`src/rtl/kmeans_pkg.sv`:
```
// Shared k-means widths and controller state encoding, used by the
// new-means, convergence-check and controller blocks.
package kmeans_pkg;

  localparam int ACCUM_CORD_W = 22;
  localparam int CORD_W       = 13;
  localparam int COUNT_W      = 10;
  localparam int CENT_NUM     = 8;
  localparam int NUM_CORD     = 7;
  localparam int IDX_W        = 3;
  localparam int BITCNT_W     = 5;
  localparam int ACCUM_W      = NUM_CORD * ACCUM_CORD_W;
  localparam int DATA_W       = NUM_CORD * CORD_W;

  localparam logic [CORD_W-1:0] CORD_MAX = '1;

  typedef enum logic [2:0] {
    ST_IDLE,
    ST_LOAD,
    ST_DIV,
    ST_EMIT,
    ST_DONE
  } state_t;

endpackage

```
`src/rtl/cord_divider.sv`:
```
// Iterative restoring divider, one quotient bit per step, MSB first.
// quotient shows the post-step value while step is high so the parent can capture the final bit.
module cord_divider
  import kmeans_pkg::*;
(
  input  logic                    clk,
  input  logic                    rst,
  input  logic                    load,
  input  logic                    step,
  input  logic [ACCUM_CORD_W-1:0] dividend,
  input  logic [COUNT_W-1:0]      divisor,
  output logic [ACCUM_CORD_W-1:0] quotient
);

  logic [COUNT_W-1:0]      rem_q;
  logic [COUNT_W-1:0]      dvs_q;
  logic [ACCUM_CORD_W-1:0] quo_q;
  logic [COUNT_W:0]        trial;
  logic [COUNT_W:0]        diff;
  logic                    fits;
  logic [COUNT_W-1:0]      rem_nxt;
  logic [ACCUM_CORD_W-1:0] quo_nxt;

  // Remainder stays below the divisor, so it always fits back in COUNT_W bits.
  always_comb begin
    trial    = {rem_q, quo_q[ACCUM_CORD_W-1]};
    diff     = trial - {1'b0, dvs_q};
    fits     = (trial >= {1'b0, dvs_q});
    rem_nxt  = fits ? diff[COUNT_W-1:0] : trial[COUNT_W-1:0];
    quo_nxt  = {quo_q[ACCUM_CORD_W-2:0], fits};
    quotient = step ? quo_nxt : quo_q;
  end

  always_ff @(posedge clk) begin
    if (rst) begin
      rem_q <= '0;
      dvs_q <= '0;
      quo_q <= '0;
    end else if (load) begin
      rem_q <= '0;
      dvs_q <= divisor;
      quo_q <= dividend;
    end else if (step) begin
      rem_q <= rem_nxt;
      quo_q <= quo_nxt;
    end
  end

endmodule

```
`src/rtl/new_means_calc_block.sv`:
```
// Recomputes all 8 k-means centroids: per-coordinate accumulator / count,
// saturated to the coordinate width, emitted one centroid per valid strobe.
module new_means_calc_block
  import kmeans_pkg::*;
(
  input  logic                clk,
  input  logic                rst,
  input  logic                start,
  output logic [IDX_W-1:0]    accum_sel,
  input  logic [ACCUM_W-1:0]  accum_in,
  input  logic [COUNT_W-1:0]  count_in,
  input  logic [DATA_W-1:0]   old_centroid_in,
  output logic [DATA_W-1:0]   new_centroid,
  output logic [IDX_W-1:0]    cent_num,
  output logic                new_centroid_valid,
  output logic                busy,
  output logic                done
);

  state_t                  state_q;
  state_t                  state_nxt;
  logic [IDX_W-1:0]        idx_q;
  logic [BITCNT_W-1:0]     bit_cnt_q;
  logic                    div_load;
  logic                    div_step;
  logic [ACCUM_CORD_W-1:0] quot [NUM_CORD];
  logic [DATA_W-1:0]       sat_vec;

  function automatic logic [CORD_W-1:0] sat_cord(input logic [ACCUM_CORD_W-1:0] q);
    return (q > ACCUM_CORD_W'(CORD_MAX)) ? CORD_MAX : q[CORD_W-1:0];
  endfunction

  always_ff @(posedge clk) begin
    if (rst) state_q <= ST_IDLE;
    else     state_q <= state_nxt;
  end

  always_comb begin
    state_nxt = state_q;
    case (state_q)
      ST_IDLE: if (start) state_nxt = ST_LOAD;
      ST_LOAD: state_nxt = (count_in == '0) ? ST_EMIT : ST_DIV;
      ST_DIV:  if (bit_cnt_q == '0) state_nxt = ST_EMIT;
      ST_EMIT: state_nxt = (idx_q == IDX_W'(CENT_NUM - 1)) ? ST_DONE : ST_LOAD;
      ST_DONE: state_nxt = ST_IDLE;
      default: state_nxt = ST_IDLE;
    endcase
  end

  always_comb begin
    busy               = (state_q != ST_IDLE);
    new_centroid_valid = (state_q == ST_EMIT);
    done               = (state_q == ST_DONE);
    div_load           = (state_q == ST_LOAD) && (count_in != '0);
    div_step           = (state_q == ST_DIV);
  end

  assign accum_sel = idx_q;

  always_ff @(posedge clk) begin
    if (rst) begin
      idx_q     <= '0;
      bit_cnt_q <= '0;
    end else begin
      case (state_q)
        ST_LOAD: bit_cnt_q <= BITCNT_W'(ACCUM_CORD_W - 1);
        ST_DIV:  bit_cnt_q <= bit_cnt_q - 1'b1;
        ST_EMIT: idx_q     <= idx_q + 1'b1;
        default: idx_q     <= '0;
      endcase
    end
  end

  for (genvar i = 0; i < NUM_CORD; i++) begin : g_div
    cord_divider u_div (
      .clk      (clk),
      .rst      (rst),
      .load     (div_load),
      .step     (div_step),
      .dividend (accum_in[i*ACCUM_CORD_W +: ACCUM_CORD_W]),
      .divisor  (count_in),
      .quotient (quot[i])
    );
  end

  always_comb begin
    sat_vec = '0;
    for (int i = 0; i < NUM_CORD; i++) sat_vec[i*CORD_W +: CORD_W] = sat_cord(quot[i]);
  end

  // Results land on entry to EMIT; an empty cluster goes straight from LOAD and keeps its centroid.
  always_ff @(posedge clk) begin
    if (rst) begin
      new_centroid <= '0;
      cent_num     <= '0;
    end else if (state_nxt == ST_EMIT) begin
      cent_num     <= idx_q;
      new_centroid <= (state_q == ST_LOAD) ? old_centroid_in : sat_vec;
    end
  end

endmodule

```
`config.mk`:
```
export PLATFORM = sky130hd
export DESIGN_NAME = new_means_calc_block
export DESIGN_NICKNAME = d
export VERILOG_FILES = /design/src/rtl/kmeans_pkg.sv /design/src/rtl/cord_divider.sv /design/src/rtl/new_means_calc_block.sv
export SDC_FILE = /design/constraint.sdc
export NUM_CORES = 1
export LEC_CHECK = 0
export CORE_MARGIN = 2
export CORE_UTILIZATION = 23
export DETAILED_ROUTE_END_ITERATION = 16
export PLACE_DENSITY_LB_ADDON = 0.25
export RECOVER_POWER = 25
export SETUP_SLACK_MARGIN = 0.05
export SLEW_MARGIN = 20
export SYNTH_ARGS = -nofsm -noshare
export SYNTH_HDL_FRONTEND = slang
export SYNTH_SLANG_ARGS = --single-unit
```
`constraint.sdc`:
```
create_clock -name clk -period 2.5 [get_ports clk]
set_input_delay 0.5 -clock clk [delete_from_list [all_inputs] [get_ports clk]]
set_output_delay 0.5 -clock clk [all_outputs]
set_load 0.05 [all_outputs]
```
* Word-level counts from Yosys, hierarchy flattened *
Index checks and enable logic that the tools add are counted.

word-level totals
  bits in latches = 0
  memories kept = 0
  RAM bits = 0
  bits of input ports = 258
  output and inout bits = 100
  register bits after elaboration = 339
  bits in read-only memories = 0

cells by class
  reduce and logical (&&, ||, !) cells = 9
  divide/modulo/power cells = 0
  add/subtract/negate cells = 9
  $lt $le $gt $ge = 14
  bitwise logic cells = 0
  equal/unequal tests = 6
  $mul = 0
  shift-type cells = 0
  mux-type cells = 36

operator list
  operator              count
  $mux 22               14
  $gt 22x13->1 const B  7
  $mux 13               7
  $mux 91               1
  $ge 11x10->1          7
  $mux 10               7
  $sub 10x10->10        7
  $pmux 3 s4            1
  $logic_not 10->1      1
  $pmux 5 s2            1
  $reduce_bool 10->1    1
  $eq 3x2->1 const B    3
  $mux 3                3
  $eq 3x3->1 const B    2
  $pmux 3 s2            1
  $logic_not 5->1       1
  $sub 5x1->5 const B   1
  $reduce_or 2->1       2
  $add 3x1->3 const B   1
  $eq 3x1->1 const B    1
  $logic_not 3->1       1
  $reduce_bool 3->1     1
  $reduce_bool 2->1     1
  $logic_and 1x1->1     1
  $mux 1                1

* Longest topological paths before layout *
Gate-level depths: netlist of the first run.

  depth after elaboration = 5
  gate-level depth with buffers = 11
  mapped depth without buffers = 11

* Hierarchy *
From an unflattened synthesis of the first run, not the netlist that was laid out.

unflattened totals
  cells, all modules = 2561
  area, all modules = 22446.5 um^2

modules (own cells, without submodules)
  module                              cells each  seq. area each (um^2)  area an instance (um^2)  times used
  cord_divider at g_div[0].u_div ...  277         840.8                  2333.5                   5
  new_means_calc_block                636         2102.0                 6027.0                   1
  cord_divider at g_div[4].u_div ...  270         840.8                  2376.0                   2

* Worst setup path after synthesis of the first run *
OpenSTA, ideal clock, no wires.

  kind = register to register
  start = register g_div[1].u_div.dvs_q[1] (netlist name)
  end = register g_div[5].u_div.rem_q[7]
  slack = -39 ps
  library setup time = 122 ps
  data arrival time = 2418 ps
  stages on the path, launching flop included = 10
  buffers on the path = 1
  required time = 2378 ps
  clock period less this slack = 2539 ps
  path through = dfxtp_1 > inv_1 > ha_1 > nand2b_1 > a21oi_2 > or3_4 > a221oi_4 > buf_6 > mux2i_1 > a21oi_2

RTL lines
  element                 RTL line            RTL
  end signal: assignment  cord_divider.sv:44  rem_q <= rem_nxt;
  end: declaration        cord_divider.sv:15  logic [COUNT_W-1:0] rem_q;

* Final worst setup path of the first run *
  start = register g_div[1].u_div.dvs_q[1]
  end = register new_centroid[13]

on the way
  cells in the longest elaborated chain, start to end = 5

ends and longest elaborated chain
  element                   RTL line                    RTL
  start: declaration        cord_divider.sv:16          logic [COUNT_W-1:0] dvs_q;
  start signal: assignment  cord_divider.sv:41          dvs_q <= divisor;
  $ge 11x10->1 *            cord_divider.sv:28          fits = (trial >= {1'b0, dvs_q});
  $mux 22 *                 cord_divider.sv:31          quotient = step ? quo_nxt : quo_q;
  $gt 22x13->1              new_means_calc_block.sv:30  return (q > ACCUM_CORD_W'(CORD_MAX)) ? CORD_MAX : q[CORD_W-1:0];
  $mux 13 *                 new_means_calc_block.sv:30
  $mux 91 *                 new_means_calc_block.sv:98  new_centroid <= (state_q == ST_LOAD) ? old_centroid_in : sat_vec;
  end signal: assignment    new_means_calc_block.sv:98
  end: declaration          new_means_calc_block.sv:13  output logic [DATA_W-1:0] new_centroid,

Every way passes the cells marked *; elsewhere a longest branch is shown, timed or not.
A chain may end at the register's enable or synchronous reset.

==> results of run 1 <==
[cell type report]
type                       instances  area share (%)
tap                             1040            4.84
antenna                            3          0.0279
timing repair buffer             617            22.4
inverter                          42           0.666
sequential                       339            25.3
multi-input combinational       1669            41.3
clock buffer                      60            4.70
clock inverter                    15           0.806
[cells by family (layout without fill, tap and decap cells)]
kind of cell	after synthesis	in the layout
and+or+nand+nor	778	779
AOI/OAI and AO/OA	651	651
DFF	339	339
buffers and inverters	204	734
muxes	118	118
adders and majority gates	80	80
xor gates and xnor gates	41	41
other	0	3
[routing by layer]
metal / up-vias / share of wire [%] / GRT usage, %
li1: 8942 / - / -
met1: 8831 / 43 / 20.7
met2: 383 / 49 / 29.6
met3: 112 / 5.2 / 3.90
met4: 8 / 2.5 / 4.61
met5: - / 0.080 / 0
[through the flow]
step           hold slack [ps]  TNS (ps)  util, %  instance area (um^2)
2_1_floorplan              427         0        -                 17900
3_3_place_gp               440    -38970     31.3                 24200
3_5_place_dp               443    -42880     31.3                 24200
4_1_cts                    368      -108     33.9                 26100
5_1_grt                    391     -3120     34.8                 26900
6_report                   400     -37.5     34.8                 26900
[worst paths after layout]
check,startpoint,endpoint,slack (ps),cells past startpoint
worst max-delay path,g_div[1].u_div.dvs_q[1],new_centroid[13],-20,11
worst max register to register,g_div[1].u_div.dvs_q[1],new_centroid[13],-20,11
worst min register to register,new_centroid[1],new_centroid[1],450,2
worst min-delay path,rst,g_div[2].u_div.quo_q[0],400,2
[what timing repair did]
action,4_1_cts,5_1_grt
endpoints found under the setup margin,100,94
endpoints found under the hold margin,0,0
resized for setup,80,126
buffers inserted,13,19
pin swaps,27,69
gates cloned,2,1
[power by group through the flow]
| stage | Clock (mW) | Combinational [mW] | Sequential (mW) |
|---|---|---|---|
| finish | 6.58 | 15.9 | 7.18 |
| global route | 6.98 | 17.2 | 7.31 |
| detailed placement | 0 | 13.8 | 7.25 |
| global placement | 0 | 13.7 | 7.23 |
| CTS | 6.79 | 14.8 | 7.16 |
| floorplan | 0 | 7.96 | 7.81 |
[cell usage after synthesis (all sizes together) (6+ instances only)]
| cell type | count |
|---|---|
| o21a | 8 |
| buf | 88 |
| nand4 | 14 |
| mux2i | 114 |
| nor3 | 29 |
| o21ai | 94 |
| nor4 | 21 |
| o221ai | 16 |
| and3 | 7 |
| or2 | 6 |
| o22ai | 9 |
| fa | 7 |
| inv | 42 |
| nand3 | 23 |
| or3 | 7 |
| a31oi | 8 |
| a311oi | 64 |
| clkbuf | 74 |
| o21bai | 8 |
| nor2 | 237 |
| nand2b | 14 |
| xnor2 | 30 |
| a21o | 16 |
| nand2 | 402 |
| a211oi | 90 |
| nor2b | 9 |
| xor2 | 11 |
| a21oi | 210 |
| dfxtp | 339 |
| o211ai | 86 |
| o31ai | 9 |
| ha | 73 |
[sequential cells by signal, indices dropped and copies added, names as in the netlist]
register	flops
accum_sel	3
bit_cnt_q	5
cent_num	3
g_div.u_div.dvs_q	10
g_div.u_div.quo_q	154
g_div.u_div.rem_q	70
new_centroid	91
state_q	3
[worst max-delay path, stage by stage, from the launching register on]
cell and delay, ps:
dfxtp_2 360, clkinvlp_4 190, buf_12 190, ha_4 210, nor2b_4 130, o211ai_1 210, o2111ai_2 180, a31o_4 320
mux2_4 280, o221ai_2 130, buf_4 160, a21oi_2 50
==> flow_summary.toml, run 1 <==
[sta]
setup_ws_ps = -22.2
min_period_over_period_pct = 101
rsz0062_at_grt = "yes"
worst_pin_slew_ps = 862
finalCriticalPeriod_ps = 2520
max-slew-margin-rel_pct = 42.5
fmax_mhz = 396
fin_skew_ps = 15.7
finalHoldViolCount = 0
maxSlewViolCount = 0
setup_violations = 3

[pwr]
p_leak_nw = 9.92
total_power_mw = 29.6
powerDensity_nw_per_um2 = 1100
pwr-share-comb_pct = 53.6
p_sw_share_pct = 39.9
p_seq_share_pct = 24.2
peakVddDrop_uv = 548
p_int_mw = 17.8
p_sw_mw = 11.8
clock_power_share_pct = 22.2

[place]
gp_congestion = 0.866
dp_hpwl_um = 52500
dpl_worst_slack_ps = -294
port_buffers = 357
placed_cells = 3672

[routing]
drtIter0Drc = 660
vias = 18300
drc = 0
viasPerCell = 4.83
firstDrtPassIters = 5
routed_wl_um = 71200
wl_per_cell_um = 18.8
drtAntennaViolNets = 0

[grt]
grt_first_pass_wirelength_um = 109000
grt_pass1_vias = 18600
antenna_found_initial = 6
grt_usage_pct = 16.9
grt_overflow_total = 0
grt_max_degree = 107

[synth]
synth_top_area_share_pct = 37.9
yosys.area_share.simple_pct = 18.2
synth_nets = 2549
ys_seq_area_share_pct = 37.9
synth_edf_count = 0
synth_top_family_by_area = "compound AO/OA/AOI/OAI gates"
synth_flop_cell = "dfxtp_1"
yosysUniqueCellTypes = 74
synthAdderAreaFrac_pct = 5.88
netlist_area_um2 = 17900
synth_seq_cells = 339
synth_top_cells_by_area = "dfxtp_1 38%, nand2_1 8.3%, mux2i_1 6.4%"
syn_inst = 2211
synth.largest_area_cell = "dfxtp_1"
ys_warn_count = 0
ys_async_sr_fraction_pct = 0
synth_xor_area_share_pct = 2.01
synthMuxAreaShare_pct = 6.63
synth.avg_cell_area_um2 = 8.10
synth-compound-area-share_pct = 24.2

[setup_path]
worstSetupPathType = "reg -> reg"
endpoint_kind = "register"
critPathLaunchType = "register"
worstPathArrival_ps = 2960
cp_max_fo = 3
required_ps = 2940

[cts]
cts_root_buf = "clkbuf_16"
cts.clk_slew.worst_paths_ps = 60
numCtsBuffers = 42
clkSinkCount = 339
htreeDepth = 2
hold_buffers = 0
cts_tree = "built"
clk_latency_ps = 570
cts_buffer_depth = 3

[floorplan]
die-area_um2 = 80100
initial_core_util_pct = 23.2
die_y_um = 283
core_area_um2 = 77200
die_w_um = 283
rows = 102
io_pins = 358

[finish]
syn_to_final_growth_pct = 50.1
drive_above_1_share_pct = 18.2
layout_common_cells = "395 x nand2_1, 350 x clkdlybuf4s50_1, 329 x dfxtp_1"
layout_commonest_cell = "nand2_1"
nets = 3049
multiInputGateArea_um2 = 11100
fin_cells = 3785
seqCellArea_um2 = 6800
fill_cells = 7985

[worst_hold_path]
hp-class = "in -> reg"

[outcome]
status = "finished with violations"
violations = "negative setup slack"

[job]
timing.max_cap.violations = 0
No activity file was read; power rests on OpenSTA's default activity.
==> run 2, diff against run 1 <==
--- a/config.mk
+++ b/config.mk
@@ -7,8 +7,8 @@
 export LEC_CHECK = 0
 export CORE_MARGIN = 2
 export CORE_UTILIZATION = 23
+export CTS_CLUSTER_DIAMETER = 200
 export DETAILED_ROUTE_END_ITERATION = 16
-export PLACE_DENSITY_LB_ADDON = 0.25
 export RECOVER_POWER = 25
 export SETUP_SLACK_MARGIN = 0.05
 export SLEW_MARGIN = 20
==> flow_summary.toml, run 2 (same netlist as run 1, synthesis figures left out) <==
[worst_hold_path]
min_path_cells = 2
hp-class = "in -> reg"

[grt]
antenna_found_initial = 5
grt_pass1_vias = 17600
grt_first_pass_wirelength_um = 103000
grt_max_degree = 125
grt_overflow_total = 0
grt_usage_pct = 16.1

[routing]
wl_met3_um = 4070
drtAntennaViolNets = 0
vias = 17900
highest_layer = "met5"
viasPerCell = 4.76
wl_per_cell_um = 18.1
wl_met2_um = 32200
m1WireLength_um = 29800
drtIter0Drc = 1069
routed_wl_um = 68300
drc = 0
firstDrtPassIters = 5

[finish]
nets = 3030
syn_to_final_growth_pct = 46.4
fin_cells = 3764
drive_above_1_share_pct = 15.7
top_regs = "g_div.u_div.quo_q (154), new_centroid (91), g_div.u_div.rem_q (70)"
largest_reg_flops = 154
layout_common_cells = "397 x nand2_1, 336 x dfxtp_1, 321 x clkdlybuf4s50_1"
layout_commonest_cell = "nand2_1"
top_register = "g_div.u_div.quo_q"

[setup_path]
reg2reg_depth = 12
crit_path_start = "g_div[1].u_div.dvs_q[1]"
critPathLaunchType = "register"
worstSetupPathType = "reg -> reg"
rr_endpoint = "g_div[0].u_div.rem_q[6]"
crit_top_cell = "buf_12"
r2r_start = "g_div[1].u_div.dvs_q[1]"
cp_cell_sequence = "clkinvlp_4, buf_12, buf_12, ha_4, nor2b_4, o211ai_1, a31oi_2, o21bai_2, nand2_4, buf_12, mux2i_1, a21oi_1"
ff2ff_setup_slack_ps = 100
endpoint = "g_div[0].u_div.rem_q[6]"
cp_max_fo = 8
slowest_delay_ps = 350
cp_slowest_cell = "dfxtp_2"
required_ps = 2940
endpoint_kind = "register"
worstPathArrival_ps = 2840

[pwr]
pwr-share-comb_pct = 52.2
p_sw_mw = 11.3
p_sw_share_pct = 39.9
peakVddDrop_uv = 565
p_int_mw = 17.0
clock_power_share_pct = 22.7
powerDensity_nw_per_um2 = 1080
total_power_mw = 28.3
p_seq_share_pct = 25.2
p_leak_nw = 9.84

[floorplan]
rows = 102
core_area_um2 = 77200
die_y_um = 283
die_w_um = 283
die-area_um2 = 80100
initial_core_util_pct = 23.2
io_pins = 358

[place]
placed_cells = 3670
gp_congestion = 0.875
port_buffers = 357
dp_hpwl_um = 50000

[sta]
finalCriticalPeriod_ps = 2400
worst_pin_slew_ps = 719
timing.setup.tns_ps = 0
setup_violations = 0
min_period_over_period_pct = 96.0
hold_ws_ps = 317
finalHoldViolCount = 0
maxSlewViolCount = 0
rsz0062_at_grt = "yes"
max-slew-margin-rel_pct = 51.9
fmax_mhz = 417
fin_skew_ps = 19.3

[cts]
htreeDepth = 2
clk_latency_ps = 560
cts.clk_slew.worst_paths_ps = 60
hold_buffers = 0
cts_root_buf = "clkbuf_16"
clkSinkCount = 339
cts_tree = "built"
numCtsBuffers = 42
cts_buffer_depth = 3

[job]
timing.max_cap.violations = 0

[outcome]
status = "complete, no violations"
[run 2: cell count changes in the layout (fill, tap and decap cells not counted), sizes merged, moves of 4 or more]
cell | previous run | this run
dlygate4sd3 | 0 | 32
clkdlybuf4s50 | 350 | 321
buf | 247 | 232
clkbuf | 76 | 69
clkinvlp | 10 | 6
inv | 37 | 41
[run 2: power groups by stage]
stage / Clock [mW] / Sequential (mW) / Combinational, mW
global placement: 0 / 7.22 / 13.6
global route: 6.78 / 7.26 / 16.0
floorplan: 0 / 7.81 / 7.96
finish: 6.43 / 7.13 / 14.8
detailed placement: 0 / 7.22 / 13.6
CTS: 6.59 / 7.12 / 13.8
[run 2: worst min path at each step]
stage | endpoint | from | slack [ps]
global placement | new_centroid[65] | new_centroid[65] | 430
floorplan | g_div[0].u_div.rem_q[9] | g_div[0].u_div.rem_q[9] | 430
CTS | g_div[1].u_div.dvs_q[6] | rst | 290
global route | g_div[4].u_div.quo_q[0] | rst | 310
finish | g_div[4].u_div.quo_q[0] | rst | 320
detailed placement | g_div[0].u_div.rem_q[9] | g_div[0].u_div.rem_q[9] | 440
[run 2: critical path: cells and delay by family, from the launching register on]
kind | cells | cell delay [ps]
AO/OA/AOI/OAI | 4 | 710
buffers and inverters | 4 | 550
flip-flops | 1 | 350
AND/OR/NAND/NOR | 2 | 280
adder cells (fa/ha/maj) | 1 | 210
multiplexers | 1 | 170
[run 2: through the flow]
step | utilization, % | setup WS [ps] | cell area (um^2)
4_1_cts | 33.2 | -77.1 | 25600
3_3_place_gp | 31.3 | -434 | 24200
5_1_grt | 34.0 | -19.7 | 26200
2_1_floorplan | - | 21.8 | 17900
3_5_place_dp | 31.3 | -431 | 24200
6_report | 34.0 | 100 | 26200
[run 2: layer usage]
layer  global-route usage, %  up-vias
met5                       0        -
met4                    5.41        8
met3                    3.82      107
met2                    27.0      433
met1                    20.2     8446
li1                        -     8915
[run 2: layout make-up]
| type | instances | area (um^2) |
|---|---|---|
| Clock inverter | 19 | 263 |
| Antenna cell | 2 | 5.00 |
| Timing Repair Buffer | 599 | 5800 |
| Sequential cell | 339 | 6790 |
| Inverter | 42 | 165 |
| Clock buffer | 55 | 1170 |
| Tap cell | 1040 | 1300 |
| Multi-Input combinational cell | 1668 | 10700 |
| Fill cell | 8064 | 51000 |
[run 2: timing repair]
action,CTS,global route
setup endpoints to repair,46,95
endpoints found under the hold margin,0,0
gates cloned,0,2
pin swaps,5,57
gates resized for setup,11,99
setup buffers,1,15
